[src/rtl/dtw_subseq_core.sv]
// Subsequence DTW engine: loads an N-sample query from the source FIFO, then streams
// reference samples one column per cycle and tracks the minimum last-row cost.
module dtw_subseq_core #(
  parameter int WORD_LEN   = 16,
  parameter int AXIS_WIDTH = 32,
  parameter int SQG_LEN    = 5
) (
  input  logic                  clk,
  input  logic                  rst,
  input  logic                  rs,
  output logic                  running,
  output logic                  src_fifo_clear,
  output logic                  src_fifo_rden,
  input  logic                  src_fifo_empty,
  input  logic [AXIS_WIDTH-1:0] src_fifo_data,
  input  logic [31:0]           reference_len,
  output logic [WORD_LEN-1:0]   best_score,
  output logic [31:0]           best_position,
  output logic                  done
);

  localparam int RW = (SQG_LEN > 1) ? $clog2(SQG_LEN) : 1;
  localparam logic [WORD_LEN-1:0] SAT = '1;

  typedef enum logic [2:0] {IDLE, LOAD, SEARCH, FINISH, DONE} state_t;

  state_t              state;
  logic [RW-1:0]       row;
  logic [31:0]         col_idx;
  logic [31:0]         len;
  logic [31:0]         cmp_pos;
  logic                cmp_pending;
  logic [WORD_LEN-1:0] q        [SQG_LEN];
  logic [WORD_LEN-1:0] col      [SQG_LEN];
  logic [WORD_LEN-1:0] col_next [SQG_LEN];
  logic [WORD_LEN-1:0] sample;
  logic                first_col;
  logic                unused_data;

  assign sample      = src_fifo_data[WORD_LEN-1:0];
  assign unused_data = ^src_fifo_data[AXIS_WIDTH-1:WORD_LEN];
  assign first_col   = (col_idx == 32'd0);

  // A start/abort strobe wins over a pop, and nothing is popped during the flush cycle.
  assign src_fifo_rden = ((state == LOAD) || (state == SEARCH)) && !src_fifo_empty
                         && !src_fifo_clear && !rs;

  // One full column per sample; D[-1][*] = 0 and D[i][-1] saturated.
  always_comb begin : column_calc
    logic [WORD_LEN-1:0] diff, up, left, diag, m, prev_next, prev_col;
    logic [WORD_LEN:0]   sum;
    diff      = '0;
    up        = '0;
    left      = '0;
    diag      = '0;
    m         = '0;
    sum       = '0;
    prev_next = '0;
    prev_col  = '0;
    for (int i = 0; i < SQG_LEN; i++) begin
      diff = (q[i] > sample) ? (q[i] - sample) : (sample - q[i]);
      up   = prev_next;
      left = first_col ? SAT : col[i];
      diag = first_col ? SAT : prev_col;
      m    = (up < left) ? up : left;
      m    = (diag < m) ? diag : m;
      sum  = {1'b0, diff} + {1'b0, m};
      col_next[i] = sum[WORD_LEN] ? SAT : sum[WORD_LEN-1:0];
      prev_next   = col_next[i];
      prev_col    = col[i];
    end
  end

  always_ff @(posedge clk or posedge rst) begin
    if (rst) begin
      state          <= IDLE;
      running        <= 1'b0;
      done           <= 1'b0;
      src_fifo_clear <= 1'b0;
      best_score     <= SAT;
      best_position  <= '0;
      row            <= '0;
      col_idx        <= '0;
      len            <= '0;
      cmp_pending    <= 1'b0;
      cmp_pos        <= '0;
      for (int i = 0; i < SQG_LEN; i++) begin
        q[i]   <= '0;
        col[i] <= '0;
      end
    end else begin
      src_fifo_clear <= 1'b0;
      cmp_pending    <= 1'b0;
      // Strictly-less keeps the earliest reference index on ties.
      if (cmp_pending && !rs && (col[SQG_LEN-1] < best_score)) begin
        best_score    <= col[SQG_LEN-1];
        best_position <= cmp_pos;
      end
      case (state)
        IDLE: begin
          if (rs) begin
            state          <= LOAD;
            running        <= 1'b1;
            src_fifo_clear <= 1'b1;
            len            <= reference_len;
            best_score     <= SAT;
            best_position  <= '0;
            done           <= 1'b0;
            row            <= '0;
            col_idx        <= '0;
          end
        end
        LOAD: begin
          if (rs) begin
            state   <= IDLE;
            running <= 1'b0;
            done    <= 1'b0;
          end else if (src_fifo_rden) begin
            q[row] <= sample;
            if (row == RW'(SQG_LEN - 1)) begin
              state <= (len == 32'd0) ? FINISH : SEARCH;
            end else begin
              row <= row + 1'b1;
            end
          end
        end
        SEARCH: begin
          if (rs) begin
            state   <= IDLE;
            running <= 1'b0;
            done    <= 1'b0;
          end else if (src_fifo_rden) begin
            for (int i = 0; i < SQG_LEN; i++) col[i] <= col_next[i];
            cmp_pending <= 1'b1;
            cmp_pos     <= col_idx;
            col_idx     <= col_idx + 32'd1;
            if (col_idx == len - 32'd1) state <= FINISH;
          end
        end
        FINISH: begin
          if (rs) begin
            state   <= IDLE;
            running <= 1'b0;
            done    <= 1'b0;
          end else begin
            state   <= DONE;
            running <= 1'b0;
            done    <= 1'b1;
          end
        end
        DONE: begin
          if (rs) begin
            state <= IDLE;
            done  <= 1'b0;
          end
        end
        default: state <= IDLE;
      endcase
    end
  end

endmodule

[config.mk]
export PLATFORM = sky130hd
export DESIGN_NAME = dtw_subseq_core
export DESIGN_NICKNAME = d
export VERILOG_FILES = /design/src/rtl/dtw_subseq_core.sv
export SDC_FILE = /design/constraint.sdc
export NUM_CORES = 2
export LEC_CHECK = 0
export ABC_AREA = 1
export BUFFER_PORTS_ARGS = -buffer_cell sky130_fd_sc_hd__buf_2
export CORE_ASPECT_RATIO = 0.6
export CORE_MARGIN = 2
export CORE_UTILIZATION = 41
export CTS_BUF_LIST = sky130_fd_sc_hd__clkbuf_2
export CTS_CLUSTER_SIZE = 30
export DETAILED_ROUTE_END_ITERATION = 6
export PLACE_DENSITY = 0.67
export SLEW_MARGIN = 15
export SYNTH_ARGS = -nofsm -noshare
export SYNTH_HDL_FRONTEND = slang
export SYNTH_SLANG_ARGS = --single-unit
export TNS_END_PERCENT = 1
[constraint.sdc]
create_clock -name clk -period 76.4 [get_ports clk]
set_input_delay 7.64 -clock clk [delete_from_list [all_inputs] [get_ports clk]]
set_output_delay 7.64 -clock clk [all_outputs]
set_load 0.005 [all_outputs]
Word level (Yosys, flattened, before mapping)
Index checks and enable logic that the tools add are counted.
{"block": "word_totals", "out_inout_bits": 52, "in_bits": 68, "word_cells": 169, "regBits": 314}
{"block": "op_classes", "n_addsub": 18, "order_cmp": 18, "bitwise_logic": 2, "n_eq_ne": 19, "mux": 64, "n_reduce_logical": 27}
{"cell": "two-way mux 16 bit", "count": 30}
{"cell": "two-way mux 32 bit", "count": 6}
{"cell": "less-than comparator 16 bit", "count": 10}
{"cell": "subtractor 16 bit", "count": 10}
{"cell": "adder 16 x 16 -> 17 bit", "count": 5}
{"cell": "bitwise mux 80 bit", "count": 1}
{"cell": "> comparator 16 bit", "count": 5}
{"cell": "logical NOT 32 bit", "count": 2}
{"cell": "case mux 32 bit (2 select lines)", "count": 1}
{"cell": "demux 16 bit (select 3 bit)", "count": 1}
{"cell": "two-way mux 3 bit", "count": 12}
{"cell": "adder 32 x 1 -> 32 bit, second input constant", "count": 1}
{"cell": "== test 32 bit", "count": 1}
{"cell": "subtractor 32 x 1 -> 32 bit, second input constant", "count": 1}
{"cell": "less-than comparator 1 x 16 -> 1 bit, first input constant", "count": 1}
{"cell": "case mux 3 bit (5 select lines)", "count": 1}
{"cell": "inequality test 2 bit, second input constant", "count": 7}
{"cell": "two-way mux 1 bit", "count": 9}
{"cell": "AND reduction 3 bit", "count": 3}
{"cell": "== test 3 x 2 -> 1 bit, second input constant", "count": 2}
{"cell": "== test 3 bit, second input constant", "count": 2}
{"cell": "logical AND 1 bit", "count": 6}
{"cell": "inequality test 3 x 2 -> 1 bit, second input constant", "count": 2}
{"cell": "inequality test 3 bit, second input constant", "count": 2}
{"cell": "21 further kinds", "count": 27}

Depth between registers and ports, before layout
{"block": "depth", "depth_word": 32, "mapped_depth": 183, "mapped_depth_nobuf": 175}

Worst setup path before layout
OpenSTA, ideal clock, no wires.
{"block": "synth_timing", "path_kind": "input to register", "startpoint": "input src_fifo_data[1]", "endpoint": "register col (netlist bit column_calc.prev_col[10])", "arrival_time_ps": 31245, "t_required_ps": 76255, "setup_ps": 145, "slack_ps": 45010, "path_stages": 161, "n_path_buf": 10, "path_cell_list": "inv_1 fa_1 inv_1 o21ai_0 a21boi_0 o21ai_0 nand2_1 nand3_1 and2_1 clkbuf_1 inv_1 clkbuf_1 nand3_1 o21ai_0 xor2_1 inv_1 ha_1 nand2_1 [... 125 more ...] nand2_2 nand2_1 nand2_1 ha_1 fa_1 nand3_1 nand2_1 a21boi_0 o21bai_1 a21oi_1 o21ai_0 a31oi_1 o21ai_0 nand2_1 a21boi_0 nor3_1 clkbuf_1 a22oi_1"}
{"element": "from (decl)", "line_no": "15", "text": "input logic [AXIS_WIDTH-1:0] src_fifo_data,"}
{"element": "to (signal, indexed assignment)", "line_no": "89", "text": "col[i] <= '0;"}
{"element": "to (decl)", "line_no": "34", "text": "logic [WORD_LEN-1:0] col [SQG_LEN];"}

==> flow_summary.yaml <==
synth:
  async_flop_share: 1.00
  synth_top_area_share: 0.251
  yosys_warnings: 0
  netlist_top_cells_area: "dfrtp_1 (25%), ha_1 (16%), nand2_1 (13%)"
  netlist_instances: 4289
  yosysTopAreaCell: "dfrtp_1"
  synthFlopType: "dfrtp_1"
  avgSynthCellArea_um2: 6.94
  synthDistinctLibCells: 59
  synthesis.area_um2: 29800
  ys_ff_latch: 314
  synth_edf_count: 0
  synth.yosys.seq_area_share: 0.265
grt:
  antenna_found_initial: 1
  grt_max_degree: 135
  grt_usage: 0.255
  met3_usage: 0.0767
  grt_pass1_vias: 26000
  grt_use_met1: 0.416
  gr-usage-met2: 0.319
  top_usage_layer: "met1"
  grt_remaining_overflow: 0
  grt_pass1_wl_mm: 149
finish:
  drive_above_1_share: 0.0769
  seq_area_um2: 7880
  syn2layout_area_growth_pct: 7.71
  final_common_cell: "nand2_1"
  multi_input_area_um2: 19000
  final_nets: 4871
  layout_common_cells: "nand2_1 (1031), inv_1 (631), o21ai_0 (415), ha_1 (390), nor2_1 (347)"
  fill_cells: 7523
critical_path:
  crit_start: "src_fifo_data[1]"
  cp-end-kind: "flop"
  worst_path_max_delay_cell: "a2111oi_0"
  rr_startpoint: "q[64]"
  crit_path_frequent_cell: "nand2_1"
  cp_slowest_stage_delay_ps: 840
  crit_path_max_fanout: 28
  critPathKind: "input pin to flop"
  start_kind: "input pin"
  critical_path_buf_inv_count: 23
  arrival_ps: 39100
  cp_data_required_time_ps: 77370
  path_delay_family: "compound AO/OA/AOI/OAI gates"
timing:
  setup_tns_ps: 0
  hold_viol: 0
  fmax_ghz: 0.0262
  rsz0062_at_grt: "false"
  worst_slew_pin_slew_ps: 984
  setup_viol: 0
  period_minus_slack_ps: 38120
  finalCritPeriodShare: 0.499
  drv_slew: 0
  relSlewSlack: 0.327
  clock_skew_ps: 92.0
route:
  via_per_inst: 5.29
  drtIter0Drc: 3136
  wl_per_cell_um: 17.6
  drc: 0
  vias: 28800
  wirelength_mm: 95.4
  drt_first_pass_iters: 7
  detail-route-antenna-nets: 0
clock_network:
  cts_resized: 0
  cts_setup_buffers: 0
  cts.sinks: 314
  insertion_delay_ps: 1140
  cts_tree: "done"
  cts_max_level: 3
  cts_buffers: 86
  clockBufferDepth: 3
  path_clk_slew_ps: 90
  cts_hold_buffers: 0
  cts-root-buf: "clkbuf_2"
floorplan:
  dieHeight_um: 213
  initial_core_util: 0.414
  core-area_um2: 71800
  die_w_um: 352
  rows: 76
  io_pins: 120
  die_area_um2: 74800
placement:
  portBuffers: 103
  dp_hpwl_mm: 73.7
  globalplace.congestion: 0.960
worst_hold_path:
  hold_class: "flop to flop"
  min_from: "running"
run:
  max_cap_violations: 0
status:
  outcome: "finished clean"
[worst paths after layout]
| kind | end | slack (ps) | cells after the start |
|---|---|---|---|
| max | column_calc.prev_col[3] | 38280 | 157 |
| min | running | 470 | 2 |
| max reg2reg | column_calc.prev_col[3] | 45060 | 157 |
| min reg2reg | running | 470 | 2 |
| max in group asynchronous | src_fifo_clear | 67280 | 4 |
| min in group asynchronous | col[33] | 6710 | 2 |
[routing by layer]
| metal | share of wire | routed length, um |
|---|---|---|
| met5 | 0 | 0 |
| met4 | 0.013 | 1260 |
| met3 | 0.11 | 10100 |
| met2 | 0.36 | 33900 |
| met1 | 0.53 | 50200 |
[cell usage after synthesis (6+ instances only)]
| library cell | number |
|---|---|
| o22ai_1 | 6 |
| nor2_2 | 8 |
| dfrtp_1 | 298 |
| xnor2_1 | 52 |
| a22oi_1 | 11 |
| nor3_1 | 61 |
| nand2_1 | 1033 |
| o21a_1 | 12 |
| clkbuf_1 | 102 |
| o21bai_1 | 17 |
| and2_1 | 8 |
| o21ai_0 | 415 |
| ha_1 | 390 |
| inv_1 | 634 |
| nand4_1 | 34 |
| a221oi_1 | 6 |
| nand2_2 | 7 |
| o221ai_1 | 14 |
| dfstp_2 | 16 |
| buf_1 | 9 |
| a21oi_1 | 291 |
| nand3_1 | 173 |
| a31oi_1 | 17 |
| a21boi_0 | 7 |
| buf_2 | 11 |
| nor2_1 | 347 |
| o2111a_1 | 16 |
| a211oi_1 | 26 |
| xor2_1 | 108 |
| fa_1 | 15 |
| a221o_1 | 10 |
| o31ai_1 | 7 |
| nor4_1 | 14 |
| or2_2 | 19 |
| o221a_2 | 6 |
| mux2i_1 | 12 |
| a21o_1 | 13 |
| o211ai_1 | 17 |
[state kept, by name (all words and copies together) (netlist names)]
signal / count
q: 80
col: 64
best_position: 32
cmp_pos: 32
col_idx: 32
len: 32
best_score: 16
column_calc.prev_col: 16
row: 3
state: 3
cmp_pending: 1
done: 1
running: 1
src_fifo_clear: 1
[worst register-to-register path: cells and delay by family (launching register included)]
family                   cells  cell delay [ps]
AO/OA/AOI/OAI               52            12330
AND/OR/NAND/NOR             66             8760
adder cells (fa/ha/maj)     16             4970
buffers and inverters       22             4140
XOR/XNOR                     1              540
flip-flops                   1              420
[per-stage QoR]
stage,util,std cells,hold slack (ps),cell area (um2),setup WS [ps]
after floorplan,-,4303,446,29800,45010
after global placement,0.436,5285,458,31300,38190
after detailed placement,0.436,5285,457,31300,38250
after CTS,0.446,5435,463,32000,39420
after global routing,0.446,5436,507,32100,35620
final,0.446,5436,472,32100,38280
[cells by family after synthesis]
logic type / Yosys count / share of synthesized area
compound gates: 908 / 0.174
xor+xnor: 160 / 0.0471
fa+ha+maj: 405 / 0.174
buf+inv: 769 / 0.0987
flops: 314 / 0.265
mux: 12 / 0.00404
other cells: 1 / 0.000126
simple gates: 1720 / 0.237
[final cells by class]
type | instances | share of cell area
Inverter | 640 | 0.0752
Clock inverter | 31 | 0.00488
Clock buffer | 119 | 0.0186
Tap cell | 975 | 0.0381
Antenna cell | 1 | 0.0000781
Multi-Input combinational cell | 3220 | 0.594
Timing Repair Buffer | 136 | 0.0238
Sequential cell | 314 | 0.246
Power is not shown: default switching activity piles up to over one toggle a cycle in this logic, so the estimate is an artifact.
